`config.mk`:
```
export PLATFORM = sky130hd
export DESIGN_NAME = prco_mem_ctrl
export DESIGN_NICKNAME = d
export VERILOG_FILES = /design/src/rtl/prco_mem_ctrl_pkg.sv /design/src/rtl/prco_wdog_ctr.sv /design/src/rtl/prco_mem_ctrl.sv
export SDC_FILE = /design/constraint.sdc
export NUM_CORES = 1
export LEC_CHECK = 0
export CORE_ASPECT_RATIO = 1.4
export CORE_UTILIZATION = 55
export DETAILED_ROUTE_END_ITERATION = 7
export DONT_BUFFER_PORTS = 1
export PLACE_DENSITY = 0.73
export SYNTH_ARGS = -nofsm -noshare
export SYNTH_HDL_FRONTEND = slang
export SYNTH_SLANG_ARGS = --single-unit
```
`constraint.sdc`:
```
create_clock -name i_clk -period 1.52 [get_ports i_clk]
set_input_delay 0.304 -clock i_clk [delete_from_list [all_inputs] [get_ports i_clk]]
set_output_delay 0.304 -clock i_clk [all_outputs]
set_load 0.03 [all_outputs]
```
`src/rtl/prco_mem_ctrl_pkg.sv`:
```
// Shared types and constants for the prco local-memory initiator.
// Holds the FSM encodings, register width and watchdog geometry used by the controller.
package prco_mem_ctrl_pkg;

  localparam int REG_WIDTH = 16;
  localparam int WDOG_W    = 4;

  typedef enum logic [1:0] {
    MEMC_IDLE = 2'd0,
    MEMC_WAIT = 2'd1,
    MEMC_DONE = 2'd2
  } memc_state_t;

endpackage

```
`src/rtl/prco_wdog_ctr.sv`:
```
// Transaction watchdog: clearable, incrementing counter with a terminal-count flag.
// The flag rises one count early so the caller times out on the P_TIMEOUT-th idle cycle.
module prco_wdog_ctr #(
  parameter int P_TIMEOUT = 15,
  parameter int CNT_W     = 4
) (
  input  logic i_clk,
  input  logic i_reset,
  input  logic i_clr,
  input  logic i_inc,
  output logic q_tc
);

  logic [CNT_W-1:0] count;

  always_ff @(posedge i_clk) begin
    if (i_reset || i_clr) begin
      count <= '0;
    end else if (i_inc) begin
      count <= count + 1'b1;
    end
  end

  assign q_tc = (count == CNT_W'(P_TIMEOUT - 1));

endmodule

```
`src/rtl/prco_mem_ctrl.sv`:
```
// Initiator for the prco_lmem port: arbitrates fetch vs load/store (LS wins), issues one
// access at a time, waits for the matching completion strobe and returns the data with an ack.
module prco_mem_ctrl
  import prco_mem_ctrl_pkg::*;
#(
  parameter int P_TIMEOUT = 15
) (
  input  logic                 i_clk,
  input  logic                 i_reset,
  input  logic                 i_fetch_req,
  input  logic [REG_WIDTH-1:0] i_fetch_addr,
  output logic                 q_fetch_ack,
  output logic [REG_WIDTH-1:0] q_instr,
  input  logic                 i_ls_req,
  input  logic                 i_ls_we,
  input  logic [REG_WIDTH-1:0] i_ls_addr,
  input  logic [REG_WIDTH-1:0] i_ls_wdata,
  output logic                 q_ls_ack,
  output logic [REG_WIDTH-1:0] q_ls_rdata,
  output logic                 q_err,
  output logic                 q_ce_fetch,
  output logic                 q_ce_alu,
  output logic                 q_mem_we,
  output logic [REG_WIDTH-1:0] q_mem_addr,
  output logic [REG_WIDTH-1:0] q_mem_dina,
  input  logic [REG_WIDTH-1:0] i_mem_douta,
  input  logic                 i_ce_dec,
  input  logic                 i_ce_reg
);

  memc_state_t          state, state_nxt;
  logic                 txn_ls, txn_ls_nxt;
  logic                 txn_we, txn_we_nxt;
  logic                 fetch_ack_nxt, ls_ack_nxt, err_nxt;
  logic                 ce_fetch_nxt, ce_alu_nxt, mem_we_nxt;
  logic [REG_WIDTH-1:0] instr_nxt, ls_rdata_nxt, mem_addr_nxt, mem_dina_nxt;
  logic                 wd_clr, wd_inc, wd_tc, strobe;

  prco_wdog_ctr #(
    .P_TIMEOUT (P_TIMEOUT),
    .CNT_W     (WDOG_W)
  ) u_wdog (
    .i_clk   (i_clk),
    .i_reset (i_reset),
    .i_clr   (wd_clr),
    .i_inc   (wd_inc),
    .q_tc    (wd_tc)
  );

  // Completion strobe must match the kind of access that was issued.
  assign strobe = txn_ls ? i_ce_reg : i_ce_dec;

  always_comb begin
    state_nxt     = state;
    txn_ls_nxt    = txn_ls;
    txn_we_nxt    = txn_we;
    fetch_ack_nxt = 1'b0;
    ls_ack_nxt    = 1'b0;
    err_nxt       = q_err;
    ce_fetch_nxt  = 1'b0;
    ce_alu_nxt    = 1'b0;
    mem_we_nxt    = 1'b0;
    instr_nxt     = q_instr;
    ls_rdata_nxt  = q_ls_rdata;
    mem_addr_nxt  = q_mem_addr;
    mem_dina_nxt  = q_mem_dina;
    wd_clr        = 1'b0;
    wd_inc        = 1'b0;
    unique case (state)
      MEMC_IDLE: begin
        if (i_ls_req) begin
          state_nxt    = MEMC_WAIT;
          txn_ls_nxt   = 1'b1;
          txn_we_nxt   = i_ls_we;
          ce_alu_nxt   = 1'b1;
          mem_we_nxt   = i_ls_we;
          mem_addr_nxt = i_ls_addr;
          mem_dina_nxt = i_ls_wdata;
          wd_clr       = 1'b1;
        end else if (i_fetch_req) begin
          state_nxt    = MEMC_WAIT;
          txn_ls_nxt   = 1'b0;
          txn_we_nxt   = 1'b0;
          ce_fetch_nxt = 1'b1;
          mem_addr_nxt = i_fetch_addr;
          wd_clr       = 1'b1;
        end
      end
      MEMC_WAIT: begin
        if (strobe) begin
          state_nxt = MEMC_DONE;
          if (txn_ls) begin
            ls_ack_nxt = 1'b1;
            if (!txn_we) ls_rdata_nxt = i_mem_douta;
          end else begin
            fetch_ack_nxt = 1'b1;
            instr_nxt     = i_mem_douta;
          end
        end else if (wd_tc) begin
          // Abort so the requester never hangs; data is left as-is.
          state_nxt     = MEMC_DONE;
          err_nxt       = 1'b1;
          ls_ack_nxt    = txn_ls;
          fetch_ack_nxt = !txn_ls;
        end else begin
          wd_inc = 1'b1;
        end
      end
      MEMC_DONE: state_nxt = MEMC_IDLE;
      default:   state_nxt = MEMC_IDLE;
    endcase
  end

  always_ff @(posedge i_clk) begin
    if (i_reset) begin
      state       <= MEMC_IDLE;
      txn_ls      <= 1'b0;
      txn_we      <= 1'b0;
      q_fetch_ack <= 1'b0;
      q_ls_ack    <= 1'b0;
      q_err       <= 1'b0;
      q_ce_fetch  <= 1'b0;
      q_ce_alu    <= 1'b0;
      q_mem_we    <= 1'b0;
      q_instr     <= '0;
      q_ls_rdata  <= '0;
      q_mem_addr  <= '0;
      q_mem_dina  <= '0;
    end else begin
      state       <= state_nxt;
      txn_ls      <= txn_ls_nxt;
      txn_we      <= txn_we_nxt;
      q_fetch_ack <= fetch_ack_nxt;
      q_ls_ack    <= ls_ack_nxt;
      q_err       <= err_nxt;
      q_ce_fetch  <= ce_fetch_nxt;
      q_ce_alu    <= ce_alu_nxt;
      q_mem_we    <= mem_we_nxt;
      q_instr     <= instr_nxt;
      q_ls_rdata  <= ls_rdata_nxt;
      q_mem_addr  <= mem_addr_nxt;
      q_mem_dina  <= mem_dina_nxt;
    end
  end

endmodule

```
==> qor.yml <==
setup_path:
  crit_chain: "mux2i_2 > nand3_1 > or3_1 > a211oi_2"
  max_stage_delay_ns: 0.37
  required_ns: 1.78
  crit_path_start: "txn_ls$_SDFFE_PP0P_"
  rr_worst_depth: 4
  reg2reg_from: "txn_ls$_SDFFE_PP0P_"
  cpMaxStageDelayCell: "dfxtp_2"
  startpoint_type: "flip-flop"
  cp.arrival_ns: 1.72
  cp_max_fo: 4
  regToRegSetupSlack_ns: 0.06
  end_kind: "flip-flop"
  regToRegEndpoint: "u_wdog.count[3]$_SDFFE_PP0P_"
  criticalPathCategory: "reg -> reg"
layout:
  diodes: 0
  fillers: 481
  post_route_cells_drive_above_1_share_pct: 11.27
  multi_input_area_um2: 1269
  finish.net_count: 414
  fin_area_um2: 3248
  area_growth_pct: 11.04
  final_cell_mix: "nand2_1 (99), dfxtp_1 (77), a21oi_1 (50)"
  mostFrequentLayoutCell: "nand2_1"
  final-seq-area_um2: 1563
  final_core_util_pct: 62.96
worst_hold_path:
  holdPathEnd: "txn_ls$_SDFFE_PP0P_"
  hold_depth: 1
  holdCritPathClass: "in -> reg"
  min_from: "i_reset"
power:
  p_leak_nw: 1.207
  ir_drop_mv: 1.098
  power.density_nw_per_um2: 1422
sta:
  setup_viol: 0
  tns_ns: 0
  slew_violations: 0
  hold_violations: 0
  clock_skew_ns: 0.006882
  fin_ws_ns: 0.06424
  fmax_ghz: 0.6869
  min_period_over_period_pct: 95.77
  fin_crit_ns: 1.456
  slew_headroom_pct: 65.15
  tightest_slew_ns: 0.5214
synth:
  synth_top_cell_area_share_pct: 53.38
  ys_warn_count: 0
  yosysUniqueCellTypes: 35
  yosys.area.top_type: "dfxtp_1"
  yosysSeqAreaShare_pct: 53.38
  synth.avg_cell_area_um2: 8.579
  syn-instance-count: 341
  ys_ff_latch: 78
  ys_top_cells_by_area: "dfxtp_1 (53%), nand2_1 (13%), a21oi_1 (8.6%)"
  synth_nets: 414
  synth_area_um2: 2925
detailed_routing:
  viasPerCell: 5.655
  first_pass_iters: 6
  drt-initial-drc-count: 131
  antenna_left: 0
  via_count: 2330
  route.detailed.drc: 0
  post_drt_wl_per_cell_um: 14.41
  routed_wl_um: 5937
floorplan:
  die_w_um: 63.64
  die_area_um2: 5618
  ios: 141
  start_util_pct: 56.71
  rows: 31
  core_area_um2: 5159
  fp.dieH_um: 88.29
cts:
  cts_tree: "yes"
  htreeDepth: 3
  clock_sinks: 78
  clk_latency_ns: 0.34
  cts_hold_buf: 0
  clkTransAtPathRegs_ns: 0.08
  root_buffer: "clkbuf_8"
  numCtsBuffers: 9
  cts.path.max_buffers: 2
global_route:
  grt_pass1_vias: 2212
  grt.total_usage_pct: 21.92
  antenna_found_initial: 0
  grt-ovfl-total: 0
  grt_max_degree: 78
  grt_pass1_wl_um: 9404
placement:
  hpwl_um: 4243
  pre_cts_ws_ns: -0.01060
  placed_area_um2: 2993
  port_buffers: 0
  gp_congestion: 0.7524
flow_run:
  cap_violations: 0
status:
  status: "complete, no violations"
-- metal layers --
metal	track usage [%]	up-vias	wire length, µm
li1	-	1149	-
met1	19.76	1046	2203
met2	40.72	123	3033
met3	7.990	12	549
met4	14.67	0	150
met5	0	-	0
-- cells in the mapped netlist, drive strengths merged --
cell     number
nand2        99
dfxtp        78
a21oi        50
nor2         25
a211oi       17
mux2i        17
buf          12
clkbuf       10
nor3          4
and3          3
nand3         3
and2          2
and2b         2
ha            2
inv           2
o21ai         2
or3           2
a2111oi       1
a22oi         1
a31oi         1
nand2b        1
nand4         1
nor4          1
nor4b         1
o2111a        1
or2           1
xnor2         1
xor2          1
-- state kept, by name (all words and copies together), names as in the netlist --
register	count
q_ce_fetch	1
q_instr	16
state	2
q_ls_ack	1
q_ls_rdata	16
q_ce_alu	1
q_mem_addr	16
txn_we	1
q_err	1
q_mem_dina	16
txn_ls	1
q_fetch_ack	1
q_mem_we	1
u_wdog.count	4
-- layout make-up --
type	instances	area share (%)
Tap cell	66	2.542
Multi-Input combinational cell	239	39.06
Inverter	2	0.2311
Sequential cell	78	48.11
Timing Repair Buffer	11	2.928
Clock inverter	6	2.889
Clock buffer	10	4.237
-- cell families (layout without fill, tap and decap cells) --
logic type      count (synthesis)  count (layout)  share of synthesized area (%)
fa+ha+maj                       2               2                         0.8553
buf+inv                        24              29                          3.764
mux                            17              17                          5.817
xor+xnor                        2               2                         0.5989
compound gates                 73              73                          14.80
flops                          78              78                          53.38
simple gates                  145             145                          20.79
-- power breakdown --
part           internal [mW]  total, mW  switching (mW)
clock network          0.980       1.72           0.743
registers               2.18       2.50           0.321
logic                  0.180      0.401           0.220
-- through the flow --
stage                     cells  hold slack, ns  power [mW]
final                       412         0.02101       4.620
after global placement      395          0.3798       2.925
after detailed placement    395          0.3819       2.945
after CTS                   411         0.01146       4.660
after global routing        412        0.003627       4.825
after floorplan             341          0.3800       2.870
-- critical path, delay by kind of cell, from the launching register on --
kind / cells / cell delay, ns
compound gates: 1 / 0.21
flops: 1 / 0.37
mux: 1 / 0.30
simple gates: 2 / 0.50
-- how the worst max path moves through the flow --
stage / endpoint / slack [ns]
2_1_floorplan: u_wdog.count[3]$_SDFFE_PP0P_ / 0.09
3_3_place_gp: q_instr[12]$_SDFFE_PP0P_ / 0.04
3_5_place_dp: q_instr[12]$_SDFFE_PP0P_ / -0.01
4_1_cts: u_wdog.count[3]$_SDFFE_PP0P_ / 0.01
5_1_grt: u_wdog.count[3]$_SDFFE_PP0P_ / -0.005
6_report: u_wdog.count[3]$_SDFFE_PP0P_ / 0.06
-- timing repair --
action | CTS | global route
gates cloned | 0 | 0
buffers inserted | 0 | 1
gates resized for setup | 3 | 2
endpoints found under the setup margin | 8 | 2
No activity file was read; power rests on OpenSTA's default activity.
